[src/rtl/ra_bist_pkg.sv]
// Shared opcodes, enums and status field positions for the
// register-file March C- BIST engine.
package ra_bist_pkg;

    localparam logic [3:0] OP_ABORT = 4'h0;
    localparam logic [3:0] OP_START = 4'hF;

    typedef enum logic [2:0] {
        E0, E1, E2, E3, E4, E5
    } elem_t;

    typedef enum logic [1:0] {
        IDLE, RUN, DRAIN
    } state_t;

    localparam int ST_DONE = 31;
    localparam int ST_BUSY = 30;
    localparam int ST_FAIL = 29;
    localparam int ST_ELEM = 26;
    localparam int ST_PORT = 24;
    localparam int ST_ADR  = 8;
    localparam int ST_CNT  = 0;

endpackage

[src/rtl/ra_bist_march_cmp.sv]
// Expected-data pipeline, per-port read comparators, first-fail
// capture and saturating failure counter.
module ra_bist_cmp
    import ra_bist_pkg::*;
#(
    parameter int DW    = 72,
    parameter int NRD   = 2,
    parameter int AW    = 6,
    parameter int RDLAT = 1
) (
    input  logic              clk,
    input  logic              reset,
    input  logic              clr,
    input  logic              flush,
    input  logic              in_vld,
    input  logic [DW-1:0]     in_exp,
    input  logic [AW-1:0]     in_adr,
    input  elem_t             in_elem,
    input  logic [NRD*DW-1:0] rd_dat,
    output logic [7:0]        fail_cnt,
    output logic [AW-1:0]     ff_adr,
    output elem_t             ff_elem,
    output logic [1:0]        ff_port
);

    logic          vld_q  [RDLAT];
    logic [DW-1:0] exp_q  [RDLAT];
    logic [AW-1:0] adr_q  [RDLAT];
    elem_t         elem_q [RDLAT];

    logic [NRD-1:0] miss;
    logic [1:0]     port;
    logic           hit;

    always_comb begin
        miss = '0;
        port = '0;
        for (int p = 0; p < NRD; p++)
            miss[p] = rd_dat[p*DW +: DW] != exp_q[RDLAT-1];
        // Scan downward so the lowest failing port wins.
        for (int p = NRD - 1; p >= 0; p--)
            if (miss[p]) port = 2'(p);
        hit = vld_q[RDLAT-1] && (|miss) && !flush;
    end

    always_ff @(posedge clk) begin
        if (reset) begin
            fail_cnt <= '0;
            ff_adr   <= '0;
            ff_elem  <= E0;
            ff_port  <= '0;
            for (int i = 0; i < RDLAT; i++) begin
                vld_q[i]  <= 1'b0;
                exp_q[i]  <= '0;
                adr_q[i]  <= '0;
                elem_q[i] <= E0;
            end
        end else begin
            if (clr) begin
                fail_cnt <= '0;
                ff_adr   <= '0;
                ff_elem  <= E0;
                ff_port  <= '0;
            end else if (hit) begin
                if (fail_cnt != 8'hFF)
                    fail_cnt <= fail_cnt + 8'd1;
                if (fail_cnt == 8'd0) begin
                    ff_adr  <= adr_q[RDLAT-1];
                    ff_elem <= elem_q[RDLAT-1];
                    ff_port <= port;
                end
            end
            vld_q[0]  <= in_vld && !flush && !clr;
            exp_q[0]  <= in_exp;
            adr_q[0]  <= in_adr;
            elem_q[0] <= in_elem;
            for (int i = 1; i < RDLAT; i++) begin
                vld_q[i]  <= vld_q[i-1] && !flush && !clr;
                exp_q[i]  <= exp_q[i-1];
                adr_q[i]  <= adr_q[i-1];
                elem_q[i] <= elem_q[i-1];
            end
        end
    end

endmodule

[src/rtl/ra_bist_march.sv]
// March C- BIST engine for register-file arrays; passes functional
// traffic through to the array macro while idle.
module ra_bist_march
    import ra_bist_pkg::*;
#(
    parameter int AW    = 6,
    parameter int DW    = 72,
    parameter int NRD   = 2,
    parameter int RDLAT = 1
) (
    input  logic              clk,
    input  logic              reset,
    input  logic              ctl_val,
    input  logic [31:0]       ctl,
    output logic [31:0]       status,
    input  logic [NRD-1:0]    rd_enb_in,
    input  logic [NRD*AW-1:0] rd_adr_in,
    input  logic              wr_enb_in,
    input  logic [AW-1:0]     wr_adr_in,
    input  logic [DW-1:0]     wr_dat_in,
    output logic [NRD-1:0]    rd_enb_out,
    output logic [NRD*AW-1:0] rd_adr_out,
    input  logic [NRD*DW-1:0] rd_dat,
    output logic              wr_enb_out,
    output logic [AW-1:0]     wr_adr_out,
    output logic [DW-1:0]     wr_dat_out
);

    localparam int            NB      = (DW + 7) / 8;
    localparam logic [AW-1:0] ADR_MAX = {AW{1'b1}};

    state_t        state;
    elem_t         elem;
    logic [AW-1:0] adr;
    logic          phase;
    logic [2:0]    drn;
    logic [7:0]    bg;
    logic          done;

    logic          eng_rd;
    logic          eng_wr;
    logic [AW-1:0] eng_rd_adr;
    logic [AW-1:0] eng_wr_adr;
    logic [DW-1:0] eng_wr_dat;

    logic [NB*8-1:0] rep;
    logic [NB*8-1:0] rep_new;
    logic [DW-1:0]   d0;
    logic [DW-1:0]   d0_new;
    logic [DW-1:0]   exp_dat;

    logic busy;
    logic cmd_abort;
    logic cmd_start;

    elem_t         n_elem;
    logic [AW-1:0] n_adr;
    logic          n_phase;
    logic          n_end;
    logic          n_rd;
    logic          rw;
    logic          down;
    logic          last;

    logic [7:0]    fail_cnt;
    logic [AW-1:0] ff_adr;
    elem_t         ff_elem;
    logic [1:0]    ff_port;

    assign busy      = state != IDLE;
    assign cmd_abort = ctl_val && ctl[31:28] == OP_ABORT;
    assign cmd_start = ctl_val && ctl[31:28] == OP_START && state == IDLE;

    always_comb begin
        rep     = {NB{bg}};
        rep_new = {NB{ctl[7:0]}};
        d0      = rep[DW-1:0];
        d0_new  = rep_new[DW-1:0];
        exp_dat = (elem == E2 || elem == E4) ? ~d0 : d0;
    end

    // Next operation: the counters always describe the op on the outputs.
    always_comb begin
        rw      = elem == E1 || elem == E2 || elem == E3 || elem == E4;
        down    = elem == E3 || elem == E4;
        last    = down ? (adr == '0) : (adr == ADR_MAX);
        n_elem  = elem;
        n_adr   = adr;
        n_phase = 1'b0;
        n_end   = 1'b0;
        if (rw && !phase) begin
            n_phase = 1'b1;
        end else if (!last) begin
            n_adr = down ? adr - 1'b1 : adr + 1'b1;
        end else begin
            case (elem)
                E0:      n_elem = E1;
                E1:      n_elem = E2;
                E2:      n_elem = E3;
                E3:      n_elem = E4;
                E4:      n_elem = E5;
                default: n_end  = 1'b1;
            endcase
            n_adr = (n_elem == E3 || n_elem == E4) ? ADR_MAX : '0;
        end
        n_rd = n_elem != E0 && (n_elem == E5 || !n_phase);
    end

    always_ff @(posedge clk) begin
        if (reset) begin
            state      <= IDLE;
            elem       <= E0;
            adr        <= '0;
            phase      <= 1'b0;
            drn        <= '0;
            bg         <= '0;
            done       <= 1'b0;
            eng_rd     <= 1'b0;
            eng_wr     <= 1'b0;
            eng_rd_adr <= '0;
            eng_wr_adr <= '0;
            eng_wr_dat <= '0;
        end else if (cmd_abort) begin
            state  <= IDLE;
            eng_rd <= 1'b0;
            eng_wr <= 1'b0;
        end else begin
            case (state)
                IDLE: if (cmd_start) begin
                    state      <= RUN;
                    bg         <= ctl[7:0];
                    done       <= 1'b0;
                    elem       <= E0;
                    adr        <= '0;
                    phase      <= 1'b0;
                    eng_rd     <= 1'b0;
                    eng_wr     <= 1'b1;
                    eng_wr_adr <= '0;
                    eng_wr_dat <= d0_new;
                end
                RUN: if (n_end) begin
                    state  <= DRAIN;
                    drn    <= '0;
                    eng_rd <= 1'b0;
                    eng_wr <= 1'b0;
                end else begin
                    elem   <= n_elem;
                    adr    <= n_adr;
                    phase  <= n_phase;
                    eng_rd <= n_rd;
                    eng_wr <= !n_rd;
                    if (n_rd) begin
                        eng_rd_adr <= n_adr;
                    end else begin
                        eng_wr_adr <= n_adr;
                        eng_wr_dat <= (n_elem == E1 || n_elem == E3) ? ~d0 : d0;
                    end
                end
                DRAIN: if (drn == 3'(RDLAT - 1)) begin
                    state <= IDLE;
                    done  <= 1'b1;
                end else begin
                    drn <= drn + 3'd1;
                end
                default: state <= IDLE;
            endcase
        end
    end

    ra_bist_cmp #(
        .DW(DW), .NRD(NRD), .AW(AW), .RDLAT(RDLAT)
    ) u_cmp (
        .clk      (clk),
        .reset    (reset),
        .clr      (cmd_start),
        .flush    (cmd_abort),
        .in_vld   (state == RUN && eng_rd),
        .in_exp   (exp_dat),
        .in_adr   (eng_rd_adr),
        .in_elem  (elem),
        .rd_dat   (rd_dat),
        .fail_cnt (fail_cnt),
        .ff_adr   (ff_adr),
        .ff_elem  (ff_elem),
        .ff_port  (ff_port)
    );

    always_comb begin
        status               = '0;
        status[ST_DONE]      = done;
        status[ST_BUSY]      = busy;
        status[ST_FAIL]      = fail_cnt != 8'd0;
        status[ST_ELEM +: 3] = ff_elem;
        status[ST_PORT +: 2] = ff_port;
        status[ST_ADR +: 8]  = 8'(ff_adr);
        status[ST_CNT +: 8]  = fail_cnt;
    end

    always_comb begin
        rd_enb_out = busy ? {NRD{eng_rd}} : rd_enb_in;
        rd_adr_out = busy ? {NRD{eng_rd_adr}} : rd_adr_in;
        wr_enb_out = busy ? eng_wr : wr_enb_in;
        wr_adr_out = busy ? eng_wr_adr : wr_adr_in;
        wr_dat_out = busy ? eng_wr_dat : wr_dat_in;
    end

endmodule
[config.mk]
export PLATFORM = sky130hd
export DESIGN_NAME = ra_bist_march
export DESIGN_NICKNAME = d
export VERILOG_FILES = /design/src/rtl/ra_bist_pkg.sv /design/src/rtl/ra_bist_march_cmp.sv /design/src/rtl/ra_bist_march.sv
export SDC_FILE = /design/constraint.sdc
export NUM_CORES = 1
export LEC_CHECK = 0
export CORE_AREA = 2 2 154 156
export CTS_BUF_LIST = sky130_fd_sc_hd__clkbuf_4
export CTS_CLUSTER_SIZE = 12
export DETAILED_ROUTE_END_ITERATION = 8
export DIE_AREA = 0 0 156 158
export PLACE_DENSITY = 0.76
export SYNTH_ARGS = -nofsm -noshare
export SYNTH_HDL_FRONTEND = slang
export SYNTH_HIERARCHICAL = 1
export SYNTH_SLANG_ARGS = --single-unit
export TNS_END_PERCENT = 5
[constraint.sdc]
create_clock -name clk -period 3.2 [get_ports clk]
set_input_delay 0.64 -clock clk [delete_from_list [all_inputs] [get_ports clk]]
set_output_delay 0.64 -clock clk [all_outputs]
set_load 0.05 [all_outputs]
==> impl_metrics.yaml, run 1 <==
outcome:
  status: "complete, no violations"
finish:
  final_nets: 1588
  synthToLayoutAreaGrowth_pct: 58.95
  post-route-util_pct: 56.56
  drive_above_1_share_pct: 13.11
setup_path:
  crit_fanout: 14
  r2r-start: "elem[0]"
  r2r_end: "eng_wr_adr[5]"
  reg2reg_depth: 9
  cp.arrival_ps: 2410
  critPathRequiredTime_ps: 2560
  crit_chain: "nor2_4, inv_1, clkdlybuf4s50_1"
  r2r_slack_ps: 220
  path_delay_family: "buffers and inverters"
  crit_slowest_cell: "clkdlybuf4s50_1"
  crit_path_max_incr_delay_ps: 910
  critPathLaunchType: "register"
  endpoint_kind: "primary output"
  worstSetupPathType: "reg2out"
  crit_buf_inv: 2
power_and_ir_drop:
  p_leak_nw: 5.692
  finalPower_mw: 4.167
  p_per_area_nw_per_um2: 319.6
  worst_ir_drop_vdd_uv: 188.1
clock_tree:
  clkSlewWorstSetupHoldPaths_ps: 120
  h-tree-depth: 4
  cts_hold_buffers: 0
  clockBufferDepth: 2
  post-cts-setup-buffer-count: 0
  numCtsBuffers: 17
  insertion_delay_ps: 560
  cts.sinks: 146
  cts_tree: "built"
  root_buffer: "clkbuf_4"
die:
  die_width_um: 156
  initial_core_util_pct: 35.58
  die-area_um2: 24650
  core_area_um2: 23050
  ios: 397
  num_rows: 56
  die_h_um: 158
worst_hold_path:
  hold_depth: 2
  holdCritPathClass: "reg2reg"
  hp-start: "u_cmp/adr_q[0][3]"
  whs_endpoint: "u_cmp/ff_adr[3]"
synthesis:
  synthArstFlopShare_pct: 0
  synth.top_cell.area_share_pct: 35.63
  synth-seq-cells: 146
  synth-simple-area-share_pct: 23.92
  yosys_warnings: 6
  synth_ff_type: "dfxtp_1"
  synth_compound_area_share_pct: 16.84
  synth-edff-count: 0
  yosysSeqAreaShare_pct: 35.63
  synth_top_family_by_area: "simple AND/OR/NAND/NOR gates"
  syn_inst: 962
  yosys.area.top_type: "dfxtp_1"
  synthMostInstantiatedCell: "dfxtp_1"
  synth-xor-area-share_pct: 17.19
  avgSynthCellArea_um2: 8.527
  yosys-top-cells-count: "146 x dfxtp_1, 144 x xor2_1, 98 x nand2_1"
  netlist_area_um2: 8203
  synthDistinctLibCells: 62
  synth_mux_area_share_pct: 0
  synthTopCellsByArea: "dfxtp_1 36%, xor2_1 15%, nor2b_1 6.7%"
  synthAdderAreaFrac_pct: 1.464
sta:
  finalSetupTns_ps: 0
  min_period_ps: 3050
  relSlewSlack_pct: 45.79
  fin_worst_skew_ps: 15.32
  fin_ws_ps: 150.5
  rsz0062_at_grt: "no"
  finalCritPeriodShare_pct: 95.30
  setup_viol: 0
  tightestPinTransition_ps: 810.3
  max_clock_freq_ghz: 0.3279
  hold_violations: 0
  maxSlewViolCount: 0
global_route:
  grt_max_degree: 96
  track_usage_pct: 23.02
  grt_pass1_vias: 7946
  grt_antenna_before_repair: 4
  grt_pass1_wl_um: 43190
  overflow: 0
placement:
  gp_congestion: 0.9382
  port-buffer-count: 365
  dpl.hpwl_um: 23610
  post-place-ws_ps: 114.7
route:
  vias_per_cell: 4.997
  drt-wirelength-per-cell_um: 18.33
  drt_iter0_drc: 458
  route.detailed.drc: 0
  drt-total-wl_um: 29580
  ant_nets: 0
  via_count: 8065
  first_pass_iters: 5
run:
  cap_viol_max_count: 0
[how the worst max path moves through the flow]
stage,start,end,slack [ps],cells past startpoint
detailed placement,rd_dat[2],u_cmp/fail_cnt[7],110,8
global route,state[0],status[30],4,3
floorplan,state[0],wr_enb_out,440,5
finish,state[0],status[30],150,3
global placement,rd_dat[2],u_cmp/fail_cnt[5],120,8
CTS,state[0],wr_dat_out[0],60,5
[cell families after synthesis]
logic type | Yosys count
other | 2
AND/OR/NAND/NOR | 366
adder cells (fa/ha/maj) | 9
AO/OA/AOI/OAI | 195
flip-flops | 146
XOR/XNOR | 161
buffers and inverters | 83
[through the flow]
stage	area, µm²	std cells	hold slack, ps
3_3_place_gp	12730	1578	446.3
3_5_place_dp	12730	1578	446.2
6_report	13040	1614	465.7
5_1_grt	13040	1613	491.8
4_1_cts	13020	1610	464.9
2_1_floorplan	8237	971	432.2
[registers in the layout (all words and copies together), names as in the netlist]
name / count
u_cmp/exp_q: 72
elem: 3
done: 1
u_cmp/ff_adr: 6
u_cmp/vld_q: 1
u_cmp/ff_port: 1
drn: 3
adr: 6
eng_wr: 1
eng_rd: 1
u_cmp/elem_q: 3
eng_wr_adr: 6
u_cmp/fail_cnt: 8
eng_wr_dat: 8
eng_rd_adr: 6
phase: 1
bg: 8
u_cmp/adr_q: 6
state: 2
u_cmp/ff_elem: 3
[layout by cell type (no fill, tap or decap), types with 13 or more instances in the layout]
master           instances
nor2_1                  38
inv_1                   14
nand4_1                 21
xnor2_1                 17
a21o_1                  73
nor2b_1                 88
buf_4                   41
nand2_1                 98
nand3_1                 19
o21ai_1                 13
xor2_1                 144
clkdlybuf4s50_1        271
dfxtp_1                146
buf_12                  72
a21oi_2                 14
a21oi_1                 35
clkbuf_4                17
nor4_1                  35
[worst min-delay path, cell delays in order, from the launching register on]
cell and delay (ps):
dfxtp_1 320, nand3_1 70, a21oi_2 50
[report_power, final]
part | switching (mW) | internal [mW]
clock | 0.709 | 0.469
sequential | 0.0110 | 1.83
combinational | 0.546 | 0.603
total | 1.27 | 2.90
[what timing repair did]
| item | CTS | global route |
|---|---|---|
| hold endpoints to repair | 0 | 0 |
| gates resized for setup | 0 | 3 |
| endpoints found under the setup margin | 0 | 3 |
[per-layer routing]
layer | up-vias | global-route usage (%) | part of all wire (%)
li1 | 3970 | - | -
met1 | 3753 | 28.31 | 41
met2 | 302 | 39.82 | 49
met3 | 40 | 5.557 | 7.0
met4 | 0 | 7.165 | 2.1
met5 | - | 0 | 0
[cell type report]
class	instances	area [µm²]
diodes	4	10.01
multi-input cells	742	4925
well taps	290	362.8
flip-flops and latches	146	2923
clock buffers	17	127.6
inverters	15	56.30
clock inverters	15	161.4
fillers	2076	10010
repair buffers	385	4473
Note: power is estimated with default switching activity, not from simulation.
==> inputs of run 2 (changes only) <==
--- a/config.mk
+++ b/config.mk
@@ -5,12 +5,13 @@
 export SDC_FILE = /design/constraint.sdc
 export NUM_CORES = 1
 export LEC_CHECK = 0
+export ABC_AREA = 1
 export CORE_AREA = 2 2 154 156
 export CTS_BUF_LIST = sky130_fd_sc_hd__clkbuf_4
 export CTS_CLUSTER_SIZE = 12
 export DETAILED_ROUTE_END_ITERATION = 8
 export DIE_AREA = 0 0 156 158
-export PLACE_DENSITY = 0.76
+export PLACE_DENSITY = 0.83
 export SYNTH_ARGS = -nofsm -noshare
 export SYNTH_HDL_FRONTEND = slang
 export SYNTH_HIERARCHICAL = 1
==> run 2 against run 1 <==
Final area grew 6.2%. Final cell count up 43%. Worst hold slack improved by 11 ps. Sequential cell count did not move. First-iteration DRC count rose by 84%. Total power rose by 7.8%. Highest routed layer is now met5.
==> impl_metrics.yaml, run 2 <==
global_route:
  grt_max_degree: 95
  grt_pass1_vias: 10453
  track_usage_pct: 29.12
  grt_antenna_before_repair: 4
  overflow: 0
  grt_pass1_wl_um: 54770
clock_tree:
  cts.sinks: 146
  numCtsBuffers: 17
  cts_hold_buffers: 0
  clockBufferDepth: 2
  cts_tree: "built"
  root_buffer: "clkbuf_4"
  clkSlewWorstSetupHoldPaths_ps: 120
  insertion_delay_ps: 570
  h-tree-depth: 4
sta:
  finalSetupTns_ps: 0
  tightestPinTransition_ps: 830.6
  maxSlewViolCount: 0
  min_period_ps: 3065
  finalCritPeriodShare_pct: 95.79
  setup_viol: 0
  hold_violations: 0
  rsz0062_at_grt: "no"
  relSlewSlack_pct: 44.26
  fin_worst_skew_ps: 28.81
  whs_ps: 477.0
  max_clock_freq_ghz: 0.3263
setup_path:
  endpoint_kind: "primary output"
  reg2reg_depth: 12
  crit_fanout: 94
  cp.arrival_ps: 2430
  critPathRequiredTime_ps: 2560
  worstSetupPathType: "reg2out"
  critPathLaunchType: "register"
synthesis:
  synth.top_cell.area_share_pct: 29.87
  netlist_area_um2: 9786
  avgSynthCellArea_um2: 5.924
  synthDistinctLibCells: 49
  yosys_warnings: 6
  synth-edff-count: 0
  synthArstFlopShare_pct: 0
  syn_inst: 1652
  synth_ff_type: "dfxtp_1"
  yosys.area.top_type: "dfxtp_1"
  synth-seq-cells: 146
  yosysSeqAreaShare_pct: 29.87
  synthTopCellsByArea: "dfxtp_1 30%, nand2_1 24%, inv_1 10%"
  yosys-top-cells-count: "619 x nand2_1, 272 x inv_1, 221 x nor2_1"
  synthMostInstantiatedCell: "nand2_1"
die:
  die_h_um: 158
  num_rows: 56
  initial_core_util_pct: 42.45
  die_width_um: 156
  die-area_um2: 24650
  core_area_um2: 23050
  ios: 397
finish:
  mostFrequentLayoutCell: "nand2_1"
  drive_above_1_share_pct: 8.808
  synthToLayoutAreaGrowth_pct: 41.52
  final_nets: 2289
  final_cell_mix: "619 x nand2_1, 272 x inv_1, 272 x clkdlybuf4s50_1"
  regMostFlops: "u_cmp/exp_q"
  largest_reg_flops: 72
route:
  drt_iter0_drc: 843
  first_pass_iters: 6
  ant_nets: 0
  vias_per_cell: 4.865
  drt-wirelength-per-cell_um: 16.05
  via_count: 11252
  drt-total-wl_um: 37130
  route.detailed.drc: 0
placement:
  gp_congestion: 0.9344
  dpl.hpwl_um: 30130
  port-buffer-count: 365
worst_hold_path:
  hold_depth: 2
  holdCritPathClass: "reg2reg"
power_and_ir_drop:
  worst_ir_drop_vdd_uv: 176.5
  p_leak_nw: 6.717
  p_per_area_nw_per_um2: 324.4
outcome:
  status: "complete, no violations"
run:
  cap_viol_max_count: 0
-- run 2: cell types whose count changed after synthesis, sizes merged, moves of 13 or more --
| cell | previous run | this run |
|---|---|---|
| inv | 14 | 282 |
| a21oi | 49 | 62 |
| xnor2 | 17 | 69 |
| nor2b | 88 | 0 |
| nor2 | 39 | 235 |
| clkbuf | 42 | 19 |
| a21o | 73 | 0 |
| xor2 | 144 | 28 |
| nor4 | 36 | 4 |
| nor3 | 16 | 3 |
| nand3 | 19 | 51 |
| nand2 | 98 | 635 |
-- run 2: repair_timing --
action                                 CTS  global route
endpoints found under the hold margin    0             0
gates resized for setup                  0            15
setup endpoints to repair                0            15
buffers inserted                         0             0
-- run 2: layout make-up --
class,instances,area (µm²)
Antenna cell,2,5.005
Clock buffer,18,135.1
Clock inverter,14,209.0
Fill cell,2172,9204
Inverter,283,1072
Multi-Input combinational cell,1181,5528
Sequential cell,146,2923
Tap cell,290,362.8
Timing Repair Buffer,379,3613
-- run 2: report_power, final --
part / internal (mW) / switching, mW
Sequential: 1.84 / 0.0204
Clock: 0.705 / 0.701
Combinational: 0.519 / 0.706
Total: 3.07 / 1.43
-- run 2: worst paths after layout --
kind                 start             to  slack [ps]
setup / recovery  state[1]  wr_adr_out[1]         130
setup reg to reg   elem[0]  eng_wr_adr[4]         750
hold / removal       phase          phase         480
hold reg to reg      phase          phase         480
-- run 2: critical path, cell delays in order, from the launching register on --
cell	delay [ps]
dfxtp_1	390
nor2_4	140
buf_12	320
nand2_1	90
nand2_1	80
clkdlybuf4s50_1	800
-- run 2: logic make-up (layout without fill, tap and decap cells) --
family,after synthesis,count (layout),share of synthesized area (%)
fa+ha+maj,9,9,1.228
buf+inv,334,694,14.04
simple gates,962,962,40.24
other cells,2,13,0.07675
flops,146,146,29.87
xor+xnor,97,97,8.682
compound gates,102,102,5.869
-- run 2: metrics by stage --
stage	instance area, µm²	setup slack [ps]	std cells	total power, mW	utilization (%)
floorplan	9819	827.2	1661	2.538	-
global placement	13460	442.5	2279	3.106	58.40
detailed placement	13460	382.3	2279	3.118	58.40
CTS	13810	29.92	2311	4.503	59.89
global route	13850	23.37	2313	4.676	60.07
finish	13850	134.9	2313	4.492	60.07
-- run 2: routing by layer --
layer / up-vias / global-route usage (%) / wire length (µm)
met5: - / 0 / 27
met3: 84 / 6.597 / 2889
met2: 480 / 53.22 / 18330
met4: 4 / 13.89 / 1760
li1: 5599 / - / -
met1: 5085 / 31.95 / 14120
==> inputs of run 3 (changes only) <==
--- a/config.mk
+++ b/config.mk
@@ -11,9 +11,8 @@
 export CTS_CLUSTER_SIZE = 12
 export DETAILED_ROUTE_END_ITERATION = 8
 export DIE_AREA = 0 0 156 158
-export PLACE_DENSITY = 0.83
+export PLACE_DENSITY = 0.69
 export SYNTH_ARGS = -nofsm -noshare
 export SYNTH_HDL_FRONTEND = slang
-export SYNTH_HIERARCHICAL = 1
 export SYNTH_SLANG_ARGS = --single-unit
 export TNS_END_PERCENT = 5
==> run 3 against run 2 <==
Maximum frequency increased by 3.2%. Clock skew decreased by 8.1 ps. Count of clock-buffer cells in the layout decreased by 8. Synthesized area shrank 32%. Critical path type unchanged. Final cell count is 24% lower. Sequential share of layout area decreased by 5.3 points. Global-route usage shrank 9.3 points. Largest power group unchanged. Via count shrank 29%.
==> impl_metrics.yaml, run 3 <==
synthesis:
  synthMostInstantiatedCell: "nand2_1"
  netlist_area_um2: 6610
  avgSynthCellArea_um2: 5.939
  synth-edff-count: 0
  synth_ff_type: "dfxtp_1"
  synthDistinctLibCells: 50
  synthTopCellsByArea: "dfxtp_1 25%, nand2_1 24%, xnor2_1 8.2%"
  synth.top_cell.area_share_pct: 24.83
  synth-seq-cells: 82
  yosys_warnings: 0
  synthArstFlopShare_pct: 0
  yosysSeqAreaShare_pct: 24.83
  yosys-top-cells-count: "426 x nand2_1, 103 x nor2_1, 89 x inv_1"
  yosys.area.top_type: "dfxtp_1"
  syn_inst: 1113
sta:
  maxSlewViolCount: 0
  relSlewSlack_pct: 40.18
  finalSetupTns_ps: 0
  finalCritPeriodShare_pct: 92.85
  hold_violations: 0
  fin_ws_ps: 228.7
  whs_ps: 461.4
  fin_worst_skew_ps: 20.68
  max_clock_freq_ghz: 0.3366
  setup_viol: 0
  rsz0062_at_grt: "no"
  tightestPinTransition_ps: 896.1
  min_period_ps: 2971
finish:
  final_nets: 1740
  final_cell_mix: "425 x nand2_1, 271 x clkdlybuf4s50_1, 107 x buf_4"
  drive_above_1_share_pct: 11.75
  design_area_um2: 10370
  post-route-util_pct: 44.98
  synthToLayoutAreaGrowth_pct: 56.88
  fin_cells: 1755
  mostFrequentLayoutCell: "nand2_1"
power_and_ir_drop:
  finalPower_mw: 2.755
  p_per_area_nw_per_um2: 265.6
  worst_ir_drop_vdd_uv: 190.9
  p_leak_nw: 4.756
global_route:
  grt_pass1_wl_um: 38380
  grt_antenna_before_repair: 2
  track_usage_pct: 19.80
  grt_pass1_vias: 7463
  grt_max_degree: 78
  overflow: 0
setup_path:
  path_delay_family: "buffers and inverters"
  crit_chain: "nor4_1, nand4_1, clkdlybuf4s50_1"
  critPathLaunchType: "register"
  endpoint_kind: "primary output"
  critPathRequiredTime_ps: 2560
  crit_path_max_incr_delay_ps: 820
  crit_fanout: 7
  crit_buf_inv: 1
  worstSetupPathType: "reg2out"
  cp.arrival_ps: 2330
  crit_slowest_cell: "clkdlybuf4s50_1"
outcome:
  status: "complete, no violations"
route:
  drt-total-wl_um: 26200
  ant_nets: 0
  drt-wirelength-per-cell_um: 14.93
  first_pass_iters: 5
  via_count: 8008
  wl_met3_um: 2043
  wl_met1_um: 10750
  top_layer: "met5"
  drt_iter0_drc: 414
  dr_wl_met2_um: 12870
  route.detailed.drc: 0
  vias_per_cell: 4.563
clock_tree:
  insertion_delay_ps: 440
  clkSlewWorstSetupHoldPaths_ps: 140
  cts_hold_buffers: 0
  clockBufferDepth: 2
  cts_tree: "built"
  cts.sinks: 82
  root_buffer: "clkbuf_4"
  h-tree-depth: 3
  numCtsBuffers: 9
placement:
  placed_area_um2: 10190
  placedCellCount: 1736
  post-place-ws_ps: 284.8
  gp_congestion: 0.8675
  dpl.hpwl_um: 20940
  port-buffer-count: 365
die:
  die-area_um2: 24650
  core_area_um2: 23050
  initial_core_util_pct: 28.67
  die_width_um: 156
  num_rows: 56
  die_h_um: 158
  ios: 397
worst_hold_path:
  holdCritPathClass: "reg2reg"
run:
  cap_viol_max_count: 0
[run 3: cell types whose count changed in the layout (fill, tap and decap cells not counted), moves of 8 or more]
| cell | before | now |
|---|---|---|
| buf_4 | 91 | 107 |
| clkbuf_4 | 18 | 10 |
| dfxtp_1 | 146 | 82 |
| dlymetal6s2s_1 | 15 | 0 |
| inv_1 | 272 | 89 |
| nand2_1 | 619 | 425 |
| nand3_1 | 48 | 66 |
| nor2_1 | 221 | 102 |
| o21ai_0 | 22 | 52 |
| xor2_1 | 28 | 7 |
[run 3: worst paths after layout]
| path | start | to | slack [ps] | depth (start not counted) |
|---|---|---|---|---|
| setup / recovery | u_cmp.fail_cnt[3] | status[29] | 230 | 3 |
| hold / removal | u_cmp.ff_port[0] | u_cmp.ff_port[0] | 460 | 2 |
| setup reg to reg | u_cmp.exp_q[0][64] | u_cmp.fail_cnt[2] | 490 | 11 |
| hold reg to reg | u_cmp.ff_port[0] | u_cmp.ff_port[0] | 460 | 2 |
[run 3: tightest hold or removal path: stages, from the launching register on]
cell,delay (ps)
dfxtp_1,330
inv_1,50
a21oi_1,50
[run 3: cells by family (layout without fill, tap and decap cells)]
kind of cell / after synthesis / count (layout) / share of synthesized area, %
other: 1 / 12 / 0.05673
xor gates and xnor gates: 69 / 69 / 9.143
AOI/OAI and AO/OA: 132 / 132 / 10.73
buffers and inverters: 155 / 496 / 11.13
DFF: 82 / 82 / 24.83
and+or+nand+nor: 665 / 665 / 42.29
adders and majority gates: 9 / 9 / 1.817
[run 3: per-layer routing]
layer,GRT usage [%],vias to the layer above
met1,22.95,3497
li1,-,4164
met2,36.41,315
met3,4.298,30
met4,5.985,2
met5,0,-
[run 3: area by class of cell]
class                   count  area (µm²)
multi-input cells         886        4280
clock inverters             6       81.33
flip-flops and latches     82        1642
fillers                  2372       12680
repair buffers            379        3536
clock buffers              10       75.07
inverters                 101       390.4
diodes                      1       2.502
well taps                 290       362.8
[run 3: repair_timing]
action | CTS | global route
buffers inserted | 0 | 2
gates resized for setup | 1 | 1
setup endpoints to repair | 3 | 60
endpoints found under the hold margin | 0 | 0
pin swaps | 0 | 1
[run 3: where the power goes]
group / total [mW] / internal, mW / switching (mW)
Combinational: 1.03 / 0.474 / 0.553
Sequential: 1.04 / 1.03 / 0.0125
Clock: 0.683 / 0.321 / 0.362
